$ cat src/rtl/cache_pkg.sv
// Shared D-cache types: store-buffer entry format and the port arbiter's state/op enums.
package cache_pkg;

  localparam int CACHE_VA_W = 32;

  // Store-buffer entry; enable marks the entry as valid.
  typedef struct packed {
    logic                  enable;
    logic [CACHE_VA_W-1:0] address;
    logic [CACHE_VA_W-1:0] data;
  } mem_data_t;

  typedef enum logic [1:0] {IDLE, REQ, RESP, REFILL} arb_state_e;
  typedef enum logic {OP_LD, OP_ST} arb_op_e;

endpackage

$ cat src/rtl/dcache_arb_prio.sv
// Combinational grant decision for the D-cache port: forced store, load, then opportunistic store.
module dcache_arb_prio
  import cache_pkg::*;
#(
  parameter int STARVE_MAX = 4,
  parameter int CNT_W      = 3
) (
  input  logic             head_en,
  input  logic             full,
  input  logic             fence,
  input  logic             ld_req,
  input  logic             ld_alias,
  input  logic [CNT_W-1:0] starve_cnt,
  output logic             grant,
  output arb_op_e          op
);

  logic st_force;
  logic ld_ok;

  // A store must go first when the buffer is full, a fence drains, loads
  // have starved it, or the pending load aliases the head entry.
  assign st_force = head_en & (full | fence | ld_alias |
                               (starve_cnt == CNT_W'(STARVE_MAX)));
  assign ld_ok    = ld_req & ~fence & ~ld_alias;

  // Priority select of the next operation.
  always_comb begin
    grant = 1'b0;
    op    = OP_LD;
    if (st_force) begin
      grant = 1'b1;
      op    = OP_ST;
    end else if (ld_ok) begin
      grant = 1'b1;
      op    = OP_LD;
    end else if (head_en) begin
      grant = 1'b1;
      op    = OP_ST;
    end
  end

endmodule

$ cat src/rtl/dcache_port_arb.sv
// D-cache request port owner: arbitrates MEM loads vs store-buffer commits and
// sequences each access through REQ -> RESP (-> REFILL -> REQ retry).
// Optional macro DCARB_PERF_EN adds load-hit / store-pop / refill-cycle counters.
module dcache_port_arb
  import cache_pkg::*;
#(
  parameter int VA_WIDTH   = CACHE_VA_W,
  parameter int STARVE_MAX = 4,
  parameter int PERF_WIDTH = 32
) (
  input  logic                clk,
  input  logic                rst,
  input  logic                i_ld_req,
  input  logic [VA_WIDTH-1:0] i_ld_addr,
  output logic                o_ld_done,
  input  mem_data_t           i_stb_head,
  input  logic                i_stb_full,
  output logic                o_stb_pop,
  input  logic                i_fence,
  output logic                o_fence_done,
  output logic                o_cache_req,
  output logic                o_cache_we,
  output logic [VA_WIDTH-1:0] o_cache_addr,
  output logic [VA_WIDTH-1:0] o_cache_wdata,
  input  logic                i_cache_hit,
  input  logic                i_cache_busy
`ifdef DCARB_PERF_EN
  ,
  output logic [PERF_WIDTH-1:0] o_perf_ld,
  output logic [PERF_WIDTH-1:0] o_perf_st,
  output logic [PERF_WIDTH-1:0] o_perf_refill
`endif
);

  localparam int CNT_W = $clog2(STARVE_MAX + 1);

  arb_state_e          state;
  arb_op_e             op_q;
  arb_op_e             grant_op;
  logic                grant;
  logic                ld_alias;
  logic                resp_hit;
  logic [VA_WIDTH-1:0] addr_q;
  logic [VA_WIDTH-1:0] wdata_q;
  logic [CNT_W-1:0]    starve_cnt;

  // A load may not overtake an older store to the same address.
  assign ld_alias = i_stb_head.enable && (i_ld_addr == i_stb_head.address);

  dcache_arb_prio #(
    .STARVE_MAX (STARVE_MAX),
    .CNT_W      (CNT_W)
  ) u_prio (
    .head_en    (i_stb_head.enable),
    .full       (i_stb_full),
    .fence      (i_fence),
    .ld_req     (i_ld_req),
    .ld_alias   (ld_alias),
    .starve_cnt (starve_cnt),
    .grant      (grant),
    .op         (grant_op)
  );

  // Access sequencer; the operation is captured on leaving IDLE so retries reuse it.
  always_ff @(posedge clk or posedge rst) begin
    if (rst) begin
      state   <= IDLE;
      op_q    <= OP_LD;
      addr_q  <= '0;
      wdata_q <= '0;
    end else begin
      case (state)
        IDLE: if (grant) begin
          op_q    <= grant_op;
          addr_q  <= (grant_op == OP_ST) ? i_stb_head.address : i_ld_addr;
          wdata_q <= (grant_op == OP_ST) ? i_stb_head.data : '0;
          state   <= REQ;
        end
        REQ:     state <= RESP;
        RESP:    state <= i_cache_hit ? IDLE : REFILL;
        REFILL:  if (!i_cache_busy) state <= REQ;
        default: state <= IDLE;
      endcase
    end
  end

  // Count load grants that bypass a waiting store; saturate, clear on store grant or empty head.
  always_ff @(posedge clk or posedge rst) begin
    if (rst) begin
      starve_cnt <= '0;
    end else if (!i_stb_head.enable) begin
      starve_cnt <= '0;
    end else if (state == IDLE && grant) begin
      if (grant_op == OP_ST)
        starve_cnt <= '0;
      else if (starve_cnt != CNT_W'(STARVE_MAX))
        starve_cnt <= starve_cnt + 1'b1;
    end
  end

  assign resp_hit      = (state == RESP) && i_cache_hit;
  assign o_ld_done     = resp_hit && (op_q == OP_LD);
  assign o_stb_pop     = resp_hit && (op_q == OP_ST);
  assign o_cache_req   = (state == REQ);
  assign o_cache_we    = o_cache_req && (op_q == OP_ST);
  assign o_cache_addr  = o_cache_req ? addr_q : '0;
  assign o_cache_wdata = o_cache_we ? wdata_q : '0;
  assign o_fence_done  = !rst && i_fence && (state == IDLE) && !i_stb_head.enable;

`ifdef DCARB_PERF_EN
  // Free-running event counters, wrapping on overflow.
  always_ff @(posedge clk or posedge rst) begin
    if (rst) begin
      o_perf_ld     <= '0;
      o_perf_st     <= '0;
      o_perf_refill <= '0;
    end else begin
      if (o_ld_done)        o_perf_ld     <= o_perf_ld + 1'b1;
      if (o_stb_pop)        o_perf_st     <= o_perf_st + 1'b1;
      if (state == REFILL)  o_perf_refill <= o_perf_refill + 1'b1;
    end
  end
`endif

endmodule

$ cat config.mk
export PLATFORM = sky130hd
export DESIGN_NAME = dcache_port_arb
export DESIGN_NICKNAME = d
export VERILOG_FILES = /design/src/rtl/cache_pkg.sv /design/src/rtl/dcache_arb_prio.sv /design/src/rtl/dcache_port_arb.sv
export SDC_FILE = /design/constraint.sdc
export NUM_CORES = 1
export LEC_CHECK = 0
export BUFFER_PORTS_ARGS = -buffer_cell sky130_fd_sc_hd__buf_4
export CAP_MARGIN = 0
export CORE_ASPECT_RATIO = 1.4
export CORE_MARGIN = 3
export CORE_UTILIZATION = 45
export CTS_BUF_LIST = sky130_fd_sc_hd__clkbuf_4 sky130_fd_sc_hd__clkbuf_8
export CTS_CLUSTER_SIZE = 8
export DETAILED_ROUTE_END_ITERATION = 10
export HOLD_SLACK_MARGIN = 0.05
export PLACE_DENSITY_LB_ADDON = 0.2
export SYNTH_ARGS = -nofsm -noshare
export SYNTH_HDL_FRONTEND = slang
export SYNTH_HIERARCHICAL = 1
export SYNTH_SLANG_ARGS = --single-unit
$ cat constraint.sdc
create_clock -name clk -period 2.3 [get_ports clk]
set_clock_uncertainty 0.15 [all_clocks]
set_input_delay 0.46 -clock clk [delete_from_list [all_inputs] [get_ports clk]]
set_output_delay 0.46 -clock clk [all_outputs]
set_load 0.03 [all_outputs]
Word level (Yosys, flattened, before mapping)

Index checks and enable logic that the tools add are counted.
W data, S select, Z words.

Flip-flop bits (word level): 70
Bits of input ports: 104
Word-level logic and storage cells: 57

Add/subtract/negate cells: 1
Equal/unequal tests: 10
Muxes and demuxes: 17
Bitwise operators: 9
Reduce and logical (&&, ||, !) cells: 15

Operator list:

| cell                  | count |
|---|---|
| $mux W32              | 4 |
| $eq A32 B32 Y1        | 1 |
| $mux W3               | 4 |
| $logic_and A1 B1 Y1   | 9 |
| $pmux W2 S4           | 1 |
| $mux W2               | 3 |
| $reduce_and A2 Y1     | 3 |
| $mux W1               | 5 |
| $eq A2 B2 Y1 const B  | 2 |
| $ne A2 B2 Y1 const B  | 2 |
| $add A3 B1 Y3 const B | 1 |
| $and A1 B1 Y1         | 3 |
| $eq A3 B3 Y1 const B  | 1 |
| $ne A3 B1 Y1 const B  | 1 |
| $ne A3 B3 Y1 const B  | 1 |
| $not A1 Y1            | 3 |
| $or A1 B1 Y1          | 3 |
| $eq A2 B1 Y1 const B  | 1 |
| $logic_not A1 Y1      | 2 |
| $logic_not A2 Y1      | 1 |
| $ne A2 B1 Y1 const B  | 1 |

Depth between registers and ports, before layout

Depth in word-level cells: 9
Mapped depth: 11

Modules after synthesis

The synthesis kept the hierarchy.

Modules (own cells, without submodules):

| module          | instances | cells each | area each (um^2) |
|---|---|---|---|
| dcache_port_arb | 1         | 444        | 3927.5 |
| dcache_arb_prio | 1         | 4          | 32.5 |

Worst setup path after synthesis

OpenSTA, ideal clock, no wires.

Path kind: input to register
Start point: in i_ld_addr[7]
End point: reg starve_cnt[2]
Arrival: 2.143 ns
Slack: -0.113 ns
Cell stages on the path: 10
Path buffers: 1
Cells stage by stage: xor2_1 > nor4_1 > nand4_1 > nor3_2 > or3b_1 > or2b_1 > and2_1 > buf_2 > a21o_1 > and3_1

Word-level cells in the longest chain between the ends: 9
Elaborated cells on any way between the ends: 18
Classes of those cells: 3 x eq/ne; 7 x mux; 5 x bitwise; 3 x reduce/logical

Ends and longest elaborated chain:

| what                                          | line                                         | text |
|---|---|---|
| from (decl)                                   | dcache_port_arb.sv:14                        | `input logic [VA_WIDTH-1:0] i_ld_addr,` |
| $eq A32 B32 Y1 *                              | dcache_port_arb.sv:48                        | `assign ld_alias = i_stb_head.enable && (i_ld_addr == i_stb_head.address);` |
| $logic_and A1 B1 Y1 *                         | dcache_port_arb.sv:48                        |  |
| via ld_alias                                  | dcache_port_arb.sv:41                        | `logic ld_alias;` |
| $or A1 B1 Y1 or $not A1 Y1 (tied branches)    | dcache_arb_prio.sv:23, dcache_arb_prio.sv:25 |  |
| $or A1 B1 Y1 or $and A1 B1 Y1 (tied branches) | dcache_arb_prio.sv:23, dcache_arb_prio.sv:25 |  |
| $and A1 B1 Y1 or $mux W1 (tied branches)      | dcache_arb_prio.sv:23, dcache_arb_prio.sv:34 |  |
| $mux W1 *                                     | dcache_arb_prio.sv:31                        | `if (st_force) begin` |
| via grant                                     | dcache_port_arb.sv:40                        | `logic grant;` |
| $logic_and A1 B1 Y1 *                         | dcache_port_arb.sv:93                        | `end else if (state == IDLE && grant) begin` |
| $ne A2 B1 Y1 (no line) *                      | -                                            |  |
| $reduce_and A2 Y1 (no line) *                 | -                                            |  |
| to (signal assigned)                          | dcache_port_arb.sv:97                        | `starve_cnt <= starve_cnt + 1'b1;` |
| to (decl)                                     | dcache_port_arb.sv:45                        | `logic [CNT_W-1:0] starve_cnt;` |

The timed path passes the listed nets; every way through them passes the cells marked *. The select of a mux whose other input is x is not followed.
A chain may end at the register's enable or synchronous reset.

Final worst setup path

Start point: in i_stb_head[60] (netlist name)
End point: reg wdata_q[16]

Word-level cells in the longest chain between the ends: 7
Elaborated cells on any way between the ends: 13
Classes of those cells: 1 x eq/ne; 5 x mux; 5 x bitwise; 2 x reduce/logical

Ends and longest elaborated chain:

| what                                          | line                                         | text |
|---|---|---|
| from (decl)                                   | dcache_port_arb.sv:16                        | `input mem_data_t i_stb_head,` |
| $eq A32 B32 Y1 *                              | dcache_port_arb.sv:48                        |  |
| $logic_and A1 B1 Y1 *                         | dcache_port_arb.sv:48                        |  |
| via ld_alias                                  | dcache_port_arb.sv:41                        |  |
| $or A1 B1 Y1 or $not A1 Y1 (tied branches)    | dcache_arb_prio.sv:23, dcache_arb_prio.sv:25 |  |
| $or A1 B1 Y1 or $and A1 B1 Y1 (tied branches) | dcache_arb_prio.sv:23, dcache_arb_prio.sv:25 |  |
| $and A1 B1 Y1 or $mux W1 (tied branches)      | dcache_arb_prio.sv:23, dcache_arb_prio.sv:34 |  |
| $mux W1 *                                     | dcache_arb_prio.sv:31                        |  |
| via grant                                     | dcache_port_arb.sv:40                        |  |
| $reduce_and A2 Y1 (no line) *                 | -                                            |  |
| to (signal assigned)                          | dcache_port_arb.sv:76                        | `wdata_q <= (grant_op == OP_ST) ? i_stb_head.data : '0;` |
| to (decl)                                     | dcache_port_arb.sv:44                        | `logic [VA_WIDTH-1:0] wdata_q;` |

The timed path passes the listed nets; every way through them passes the cells marked *.

==> impl_metrics.toml <==
[cts]
clock_latency_ns = 0.34
cts-root-buf = "clkbuf_8"
h-tree-depth = 3
path_clk_slew_ns = 0.07
ctsLongestPathBuffers = 2
cts_tree = "built"
cts_sinks = 70
cts_made_buffers = 9

[routing]
ant_nets = 0
drc_errors = 0
wl_per_cell_um = 17.1
via_count = 3885
wl_um = 12500
drt_iter0_drc = 160
firstDrtPassIters = 4
via_per_inst = 5.29

[setup_path]
critPathKind = "in2reg"
r2r_cells = 5
worstSetupStartpointType = "primary input"
cpPeakStageDelay_ns = 0.30
crit_path_max_fanout = 7
r2r_setup_slack_ns = 0.49
worstPathArrival_ns = 2.44
required_ns = 2.38
r2r_start = "starve_cnt[2]"
crit_chain = "buf_4 -> xor2_4 -> nor4_4 -> nand4_1 -> nor3_2 -> or3b_4 -> or2b_4 -> and2_4 -> clkbuf_16 -> nand3_1 -> nand2_1"
r2r_end = "addr_q[8]"
slowest_stage = "nor4_4"
cp-end-kind = "register"

[timing]
worst_pin_slew_ns = 0.504
final_hold_viol_count = 0
slew_viol_final = 0
timing.fmax_mhz = 424
fin_crit_sh = 1.03
slew_headroom = 0.663
final-setup-viol-count = 30
fin_ws_ns = -0.0607
rsz0062_at_grt = "yes"
fin_crit_ns = 2.36

[final_layout]
antennaDiodeCount = 0
syn_to_final_growth_pct = 59.8
fillCellCount = 574
final_cell_count_no_fill = 735
stdcell_area_mm2 = 0.00633
layout.nets = 738
drive_gt1_frac = 0.436
seqCellArea_mm2 = 0.00175
multi_input_area_mm2 = 0.00241

[pwr]
leakage_nw = 3.31
ir_drop_v = 0.000677
p_per_area_mw_per_mm2 = 1090

[synthesis]
synth.net_count = 558
synth_ff_type = "dfrtp_1"
ys_seq_area_frac = 0.442
synth.area.top_cells = "dfrtp_1 (44%), nand2_1 (9.9%), mux2i_1 (8.1%)"
syn_avg_cell_area_um2 = 8.84
async_flop_share = 1.00
synth_edf_count = 0
syn_area_mm2 = 0.00396
yosysTopAreaCell = "dfrtp_1"
ys_warn_count = 6
synthDominantCellAreaShare = 0.442
yosys_register_bits = 70
synth_cell_type_count = 32
netlist_instances = 448

[floorplan]
design.core.area_mm2 = 0.00834
row_count = 39
die_w_um = 85.3
die_h_um = 117
ioPinCount = 173
die_area_mm2 = 0.00998
start_util = 0.475

[hold_path]
hp-class = "in2reg"
hold_start = "i_stb_head[27]"
min_path_cells = 3
min_delay_worst_endpoint = "wdata_q[27]"

[grt]
overflow = 0
grt_usage = 0.225
first_global_vias = 3705
grt_pass1_wl_um = 17700
grt_antenna_before_repair = 0
grt_start_max_net_pins = 50

[placement]
place_congestion = 0.826
dp.cells = 713
dpl.hpwl_um = 8380
port-buffer-count = 172
postPlaceCellArea_mm2 = 0.00551

[status]
status = "finished, violations left"
failed_checks = "setup timing"

[job]
cap_violations = 0
[report_power, final]
group | switching (mW) | leakage, nW | internal, mW | total, mW
registers | 0.290 | 0.898 | 1.81 | 2.10
logic | 2.15 | 2.29 | 1.55 | 3.69
clock network | 0.454 | 0.117 | 0.662 | 1.12
[per-layer routing]
| metal | up-vias | track usage | wire [um] |
|---|---|---|---|
| met5 | - | 0 | 0 |
| met3 | 21 | 0.0686 | 952 |
| li1 | 1846 | - | - |
| met4 | 0 | 0.0760 | 275 |
| met2 | 167 | 0.399 | 6570 |
| met1 | 1851 | 0.259 | 4740 |
[repair_timing]
item                       CTS  global route
gates resized for setup     16            73
cloned                       0             8
hold endpoints to repair    21             0
setup endpoints to repair   72           121
hold buffers                 1             0
pin swaps                    2            43
buffers inserted             0             1
[sequential cells by signal, summed over array words and instances, names as in the netlist]
name / cells
wdata_q: 32
op_q: 1
state: 2
starve_cnt: 3
addr_q: 32
[kinds of logic (layout without fill, tap and decap cells)]
| logic type | count (synthesis) | in the layout | synth area share |
|---|---|---|---|
| AOI/OAI and AO/OA | 43 | 43 | 0.0588 |
| xor gates and xnor gates | 32 | 32 | 0.0708 |
| adders and majority gates | 6 | 6 | 0.0190 |
| buffers and inverters | 38 | 222 | 0.0455 |
| DFF | 70 | 70 | 0.442 |
| muxes | 32 | 32 | 0.0809 |
| and+or+nand+nor | 227 | 228 | 0.283 |
[worst max path at each step]
stage                        start            end  slack (ns)
floorplan            i_ld_addr[29]  starve_cnt[2]       -0.06
global placement     i_ld_addr[31]  starve_cnt[2]       -0.54
detailed placement   i_ld_addr[31]  starve_cnt[2]       -0.56
CTS                  i_ld_addr[31]     wdata_q[5]       -0.06
global route          i_ld_addr[7]    wdata_q[16]       -0.10
finish              i_stb_head[60]    wdata_q[16]       -0.06
[cells in the final DEF, fill, tap and decap left out, types with 3 or more instances in the layout]
master,instances
buf_6,10
buf_4,170
o21ai_0,32
nor2b_1,3
nand2_1,98
xor2_1,20
buf_12,9
nand2_2,5
clkbuf_8,10
mux2i_1,30
nand3_1,11
nand3_2,23
and3_1,34
nor2_1,3
inv_1,4
buf_8,4
xor2_2,8
clkbuf_16,6
and2_1,33
xor2_4,3
nor4_2,3
dfrtp_1,70
nor4_1,3
ha_1,4
[stage by stage]
stage | total power, mW | hold WS [ns] | util | worst slack (ns) | TNS (ns)
5_1_grt | 7.37 | 0.168 | 0.758 | -0.103 | -3.73
3_3_place_gp | 5.19 | 0.292 | 0.660 | -0.538 | -34.94
6_report | 6.91 | 0.187 | 0.758 | -0.0607 | -0.828
3_5_place_dp | 5.30 | 0.297 | 0.660 | -0.559 | -35.17
4_1_cts | 6.46 | 0.172 | 0.699 | -0.0587 | -0.954
2_1_floorplan | 4.04 | 0.280 | - | -0.0605 | -0.597
[synth_stat cells, drive strengths merged, types with 7 or more instances]
master	n
buf	14
and3	34
nand2	104
xor2	31
nor4	7
mux2i	32
o21ai	35
dfrtp	70
clkbuf	18
and2	34
nand3	35
[layout make-up]
| type | count | share of cell area |
|---|---|---|
| sequential | 70 | 0.277 |
| tap | 102 | 0.0202 |
| inverter | 6 | 0.00415 |
| multi-input combinational | 341 | 0.381 |
| timing repair buffer | 200 | 0.283 |
| clock inverter | 4 | 0.0111 |
| clock buffer | 12 | 0.0241 |
[critical path: cells and delay by family]
| kind | cells | cell delay, ns |
|---|---|---|
| and+or+nand+nor | 8 | 1.50 |
| xor gates and xnor gates | 1 | 0.17 |
| buffers and inverters | 2 | 0.30 |
No activity file was read; power rests on OpenSTA's default activity.
